`config.mk`:
```
export PLATFORM = sky130hd
export DESIGN_NAME = clk_div_freq_meter
export DESIGN_NICKNAME = d
export VERILOG_FILES = /design/src/rtl/clk_div_freq_meter.sv
export SDC_FILE = /design/constraint.sdc
export NUM_CORES = 1
export LEC_CHECK = 0
export ABC_AREA = 1
export CORE_MARGIN = 4
export CORE_UTILIZATION = 58
export DETAILED_ROUTE_END_ITERATION = 10
export PLACE_DENSITY = 0.94
export SLEW_MARGIN = 20
export SYNTH_ARGS = -nofsm -noshare
export SYNTH_HDL_FRONTEND = slang
export SYNTH_SLANG_ARGS = --single-unit
```
`constraint.sdc`:
```
create_clock -name clk -period 3.85 [get_ports clk]
set_input_delay 0.5775 -clock clk [delete_from_list [all_inputs] [get_ports clk]]
set_output_delay 0.5775 -clock clk [all_outputs]
set_load 0.02 [all_outputs]
```
`src/rtl/clk_div_freq_meter.sv`:
```
// Frequency meter for the ripple divider outputs: synchronises each divided clock,
// detects rising edges, and counts ticks of one selected output over a clk-cycle window.
module clk_div_freq_meter #(
  parameter int SYNC_STAGES = 2,
  parameter int WIN_W       = 16,
  parameter int CNT_W       = 12
) (
  input  logic             clk,
  input  logic             reset,
  input  logic [3:0]       div_in,
  input  logic [1:0]       sel,
  input  logic [WIN_W-1:0] win_len,
  input  logic             start,
  output logic             busy,
  output logic             edge_tick,
  output logic             meas_valid,
  input  logic             meas_ready,
  output logic [CNT_W-1:0] meas_count,
  output logic             overflow
);

  localparam logic [1:0] IDLE    = 2'd0;
  localparam logic [1:0] MEASURE = 2'd1;
  localparam logic [1:0] DONE    = 2'd2;

  logic [SYNC_STAGES-1:0][3:0] sync_p0;
  logic [3:0]                  prev_p1;
  logic [3:0]                  tick_p2;
  logic [3:0]                  sync_last;

  logic [1:0]       state;
  logic [1:0]       sel_q;
  logic [WIN_W-1:0] win_cnt;
  logic [CNT_W-1:0] count;
  logic             ovf;

  assign sync_last = sync_p0[SYNC_STAGES-1];

  // Synchroniser chain, then edge detect against the previous synchronised value
  always_ff @(posedge clk or posedge reset) begin
    if (reset) begin
      sync_p0 <= '0;
      prev_p1 <= '0;
      tick_p2 <= '0;
    end else begin
      sync_p0[0] <= div_in;
      for (int i = 1; i < SYNC_STAGES; i++)
        sync_p0[i] <= sync_p0[i-1];
      prev_p1 <= sync_last;
      tick_p2 <= sync_last & ~prev_p1;
    end
  end

  always_ff @(posedge clk or posedge reset) begin
    if (reset) begin
      state   <= IDLE;
      sel_q   <= '0;
      win_cnt <= '0;
      count   <= '0;
      ovf     <= 1'b0;
    end else begin
      case (state)
        IDLE: begin
          if (start) begin
            sel_q   <= sel;
            win_cnt <= win_len;
            count   <= '0;
            ovf     <= 1'b0;
            state   <= (win_len != '0) ? MEASURE : DONE;
          end
        end
        MEASURE: begin
          if (tick_p2[sel_q]) begin
            // Saturate; an increment attempted at full scale flags the window
            if (count == {CNT_W{1'b1}})
              ovf <= 1'b1;
            else
              count <= count + 1'b1;
          end
          win_cnt <= win_cnt - 1'b1;
          if (win_cnt == WIN_W'(1))
            state <= DONE;
        end
        DONE: begin
          if (meas_ready)
            state <= IDLE;
        end
        default: state <= IDLE;
      endcase
    end
  end

  assign busy       = (state != IDLE);
  assign meas_valid = (state == DONE);
  assign edge_tick  = tick_p2[sel_q];
  assign meas_count = count;
  assign overflow   = ovf;

endmodule

```
# Word level (Yosys, flattened, before mapping)
# Cells that the tools add are included.
# totals
inputBits	26
reg_bits	49
wordCells	50
output_inout_bits	16
# op_classes
addsub	2
bitwise	2
n_reduce_logical	9
n_mux	17
n_lt_le_gt_ge	1
eq_ne	10
# ops
operator	count
2-to-1 mux 12 bit	3
case mux 16 bit (2 select lines)	1
case mux 12 bit (2 select lines)	1
equality test 16 x 1 -> 1 bit, second input constant	1
2-to-1 mux 16 bit	1
nonzero test 16 bit	1
subtractor 16 x 1 -> 16 bit, second input constant	1
adder 12 x 1 -> 12 bit, second input constant	1
equality test 12 bit, second input constant	1
inequality test 2 bit, second input constant	5
2-to-1 mux 2 bit	4
AND reduction 4 bit	2
case mux 2 bit (3 select lines)	1
bitwise AND 4 bit	1
2-to-1 mux 1 bit	4
NOT 4 bit	1
AND reduction 2 bit	2
nonzero test 2 bit	2
< comparator 2 x 3 -> 1 bit, second input constant	1
AND reduction 3 bit	1
binary-select mux 1 bit (select 2 bit)	1
equality test 2 x 1 -> 1 bit, second input constant	1
equality test 2 bit, second input constant	1
logical NOT 2 bit	1
other kinds (2)	2

# Depth between registers and ports, before layout
# logic_depth
ltp_word	4
mapped_depth	11
mapped_depth_nobuf	11

# Worst setup path before layout
# OpenSTA, ideal clock, no wires.
# synth_path
path_type	register -> register
startpoint	reg count[0], in the netlist meas_count[0]
endpoint	reg count[1], in the netlist meas_count[1]
required_time_ps	3776
n_path_buf	1
arrival_time_ps	1507
setup_ps	74
path_stages_with_launch	9
synth_period_minus_slack_ps	1581
path_slack_ps	2269
cell_sequence	dfrtp_1 -> ha_1 -> nand3_2 -> nor2_4 -> nand3_2 -> nand3_4 -> buf_6 -> nand2_2 -> o21ai_2
# synth_between
elab_chain_cells	4
elab_cells_between_ends	7
cone_classes	add/sub: 1; eq/ne: 2; mux: 3; reduce/logical: 1
# synth_lines
item	line	rtl
start, declared	34	logic [CNT_W-1:0] count;
start signal, assigned	78	count <= count + 1'b1;
adder 12 x 1 -> 12 bit	78	
2-to-1 mux 12 bit	75	if (count == {CNT_W{1'b1}})
2-to-1 mux 12 bit	73	if (tick_p2[sel_q]) begin
case mux 12 bit (2 select lines)	62	case (state)
# Several ways; a longest one is shown, not always the timed one. The select of a mux whose other input is x is not followed.
# A chain may end at the register's enable or synchronous reset.

# Worst setup path after layout
# layout_path
startpoint	reg state[0]
endpoint	out busy
# layout_between
elab_chain_cells	1
# layout_lines
item	line	rtl
start, declared	31	logic [1:0] state;
start signal, assigned	69	state <= (win_len != '0) ? MEASURE : DONE;
nonzero test 2 bit	93	assign busy = (state != IDLE);
end, declared	14	output logic busy,
# Every way passes these cells.

==> results by group <==
Status
  – Status: finished, final reports clean

GRT
  – GRT Residual Overflow: 0
  – Initial antenna violation count: 0
  – Total GRT Usage: 21.2%
  – Largest net degree at the start of global routing: 50
  – First-pass GRT wire length: 10.5 mm
  – Vias in the first global route: 2541

Power
  – Peak supply drop: 0.000426 V
  – P per Cell Area: 643 nW/um2
  – Leakage: 1.55 nW

Synth
  – Sequential fraction of the synthesis area: 43.6%
  – YS warnings: 0
  – Asr flop ratio synth: 100%
  – Cells after Synth: 377
  – EDFF count, synth: 0
  – Main synth FF type: dfrtp_1
  – #FFs+latches synth: 49
  – Syn avg cell area: 7.47 um2
  – Syn nets: 406
  – Count of cell types in the netlist: 32
  – Synth Cell Area: 2820 um2

Placed design
  – DP Wirelength: 4.46 mm
  – GPL Wtd Cong: 0.987
  – Port buffer count: 41
  – Pre-CTS setup slack: 1.51 ns

Timing
  – RSZ-0062 raised after global routing: false
  – Min setup slack post-route: 1.55 ns
  – Period minus WS final: 2.30 ns
  – Final hold viol count: 0
  – Worst Max-Slew Pin Slew: 0.830 ns
  – Fin crit share: 59.7%
  – Setup Skew: 0.00653 ns
  – Max Clock Freq: 0.435 GHz
  – Setup TNS: 0 ns
  – Final setup violating endpoints: 0
  – Max Transition Viols Final: 0
  – Max_slew headroom: 44.6%

Worst hold path
  – Hold Path Class: flop to flop

CTS
  – # clock sinks: 49
  – Clock Latency Late Sink: 0.31 ns
  – TritonCTS buffer count: 5
  – Post-cts resize count: 0
  – Clock buffer depth: 2
  – Reg clk slew, reported paths: 0.09 ns
  – CTS tree: done
  – Post-CTS Hold Buffers: 0
  – # Post-CTS Setup Buffers: 0
  – H-tree lvl count: 2
  – Clk Tree Root Cell: clkbuf_8

Setup path
  – Reg-to-Reg Start: state[0]
  – R2R depth: 5
  – CP max stage delay: 0.62 ns
  – Start point of the critical path: state[0]
  – Crit. End Element: primary output
  – CP max FO: 9
  – Critical Path AT: 1.72 ns
  – Critical Path End: busy
  – Critical path class: flop to primary output
  – Type of origin of the critical path: flop
  – Cell at the slowest stage of the critical path: dfrtp_1
  – Flop2flop setup slack: 1.80 ns
  – Critical Path RT: 3.27 ns
  – Worst path cell trace: inv_4, nand2_4, clkdlybuf4s50_1
  – Worst R2R End: meas_count[10]

Die
  – Core Rows: 25
  – Die area: 6030 um2
  – IO Count: 42
  – Starting Density: 59.6%
  – Die W: 77.7 um
  – Core ar.: 4720 um2
  – Die height: 77.7 um

Detailed routing
  – First-iteration detailed-routing DRC count: 160
  – Average wire per standard cell: 13.1 um
  – Final wirelength: 6.32 mm
  – Vias per cell: 5.36
  – DR DRC count: 0
  – Vias: 2587
  – Detail Route Antenna Nets: 0
  – Pre-antenna DRT Iters: 5

Final layout
  – Share of post-route cells with drive strength above 1: 10.6%
  – Fin nets: 444
  – Number of diodes: 0
  – Fillers: 361
  – Area grow syn2layout: 19.1%

Run
  – Max-cap violations: 0
layer usage:
metal / vias to the layer above / track usage (%) / routed length (um)
met3: 18 / 3.36 / 370
met1: 1172 / 25.1 / 2590
met2: 127 / 37.4 / 3190
li1: 1270 / - / -
met4: 0 / 10.1 / 168
met5: - / 0 / 0
synthesized netlist by cell type, types with 2 or more instances:
| master | count | area [um2] |
|---|---|---|
| nand2_2 | 4 | 25.0 |
| or2_2 | 6 | 37.5 |
| o21bai_1 | 2 | 15.0 |
| nor2_4 | 3 | 33.8 |
| o22ai_1 | 2 | 12.5 |
| nand2_1 | 105 | 394 |
| buf_6 | 6 | 67.6 |
| dfrtp_1 | 49 | 1230 |
| ha_1 | 3 | 37.5 |
| nand3_2 | 2 | 20.0 |
| nand4_1 | 5 | 31.3 |
| o21ai_0 | 16 | 80.1 |
| nor2_1 | 52 | 195 |
| inv_2 | 4 | 15.0 |
| buf_4 | 3 | 22.5 |
| nor2_2 | 2 | 12.5 |
| nand3_1 | 39 | 195 |
| nor3_1 | 3 | 15.0 |
| inv_1 | 42 | 158 |
| a21oi_1 | 9 | 45.0 |
| o21ai_2 | 9 | 78.8 |
registers in the layout, indices dropped and copies added, names as in the netlist, 2 cells and up:
| register | cells |
|---|---|
| win_cnt | 16 |
| sel_q | 2 |
| prev_p1 | 4 |
| tick_p2 | 4 |
| meas_count | 12 |
| sync_p0 | 4 |
| state | 2 |
| sync_last | 4 |
report_power, final:
part / internal [mW] / total (mW) / switching [mW] / leakage, nW
sequential: 0.642 / 0.786 / 0.144 / 0.607
combinational: 0.313 / 0.922 / 0.609 / 0.873
clock: 0.262 / 0.448 / 0.186 / 0.0687
critical path, delay by kind of cell (launching register included):
family	cells	cell delay [ns]
buf+inv	2	0.69
flops	1	0.62
simple gates	1	0.11
cell usage in the layout, fill, tap and decap left out, drive strengths merged, types with 2 or more instances in the layout:
cell | netlist | routed
nor2 | 57 | 57
o22ai | 2 | 2
clkdlybuf4s50 | 0 | 41
nor3 | 3 | 3
o21bai | 2 | 2
nand3 | 42 | 42
a21o | 2 | 2
nand4 | 5 | 5
or2 | 6 | 6
bufinv | 0 | 2
inv | 47 | 47
nand2 | 110 | 110
a21oi | 9 | 9
clkbuf | 0 | 5
dfrtp | 49 | 49
ha | 3 | 3
o21ai | 26 | 26
kinds of logic (layout without fill, tap and decap cells):
logic type      Yosys count  in the layout  share of synthesized area, %
fa+ha+maj                 3              3                          1.33
flops                    49             49                          43.6
simple gates            224            224                          35.4
compound gates           43             43                          9.69
buf+inv                  57             96                          9.73
xor+xnor                  1              1                         0.311
layout make-up:
type	count	area, um2	area share (%)
Inverter	47	180	5.37
Multi-Input combinational cell	271	1320	39.2
Tap cell	67	83.8	2.50
Sequential cell	49	1230	36.6
Timing Repair Buffer	41	410	12.2
Clock buffer	5	68.8	2.05
Clock inverter	3	68.8	2.05
through the flow:
stage	instance area, um2	utilization [%]	cells	hold slack (ns)	total power [mW]
after floorplan	2820	-	377	0.331	1.54
after global placement	3210	68.1	475	0.332	1.66
after detailed placement	3210	68.1	475	0.335	1.70
after CTS	3350	71.0	483	0.356	2.14
after global routing	3350	71.0	483	0.369	2.30
final	3350	71.0	483	0.356	2.16
how the worst min path moves through the flow:
stage / startpoint / endpoint / slack (ns) / cells after the start
after floorplan: sync_p0[0] / sync_last[0] / 0.33 / 0
after global placement: sync_p0[2] / sync_last[2] / 0.33 / 0
after detailed placement: sync_p0[0] / sync_last[0] / 0.33 / 0
after CTS: sync_p0[0] / sync_last[0] / 0.36 / 0
after global routing: sync_p0[1] / sync_last[1] / 0.37 / 0
final: sync_p0[1] / sync_last[1] / 0.36 / 0
Note: power is estimated with default switching activity, not from simulation.
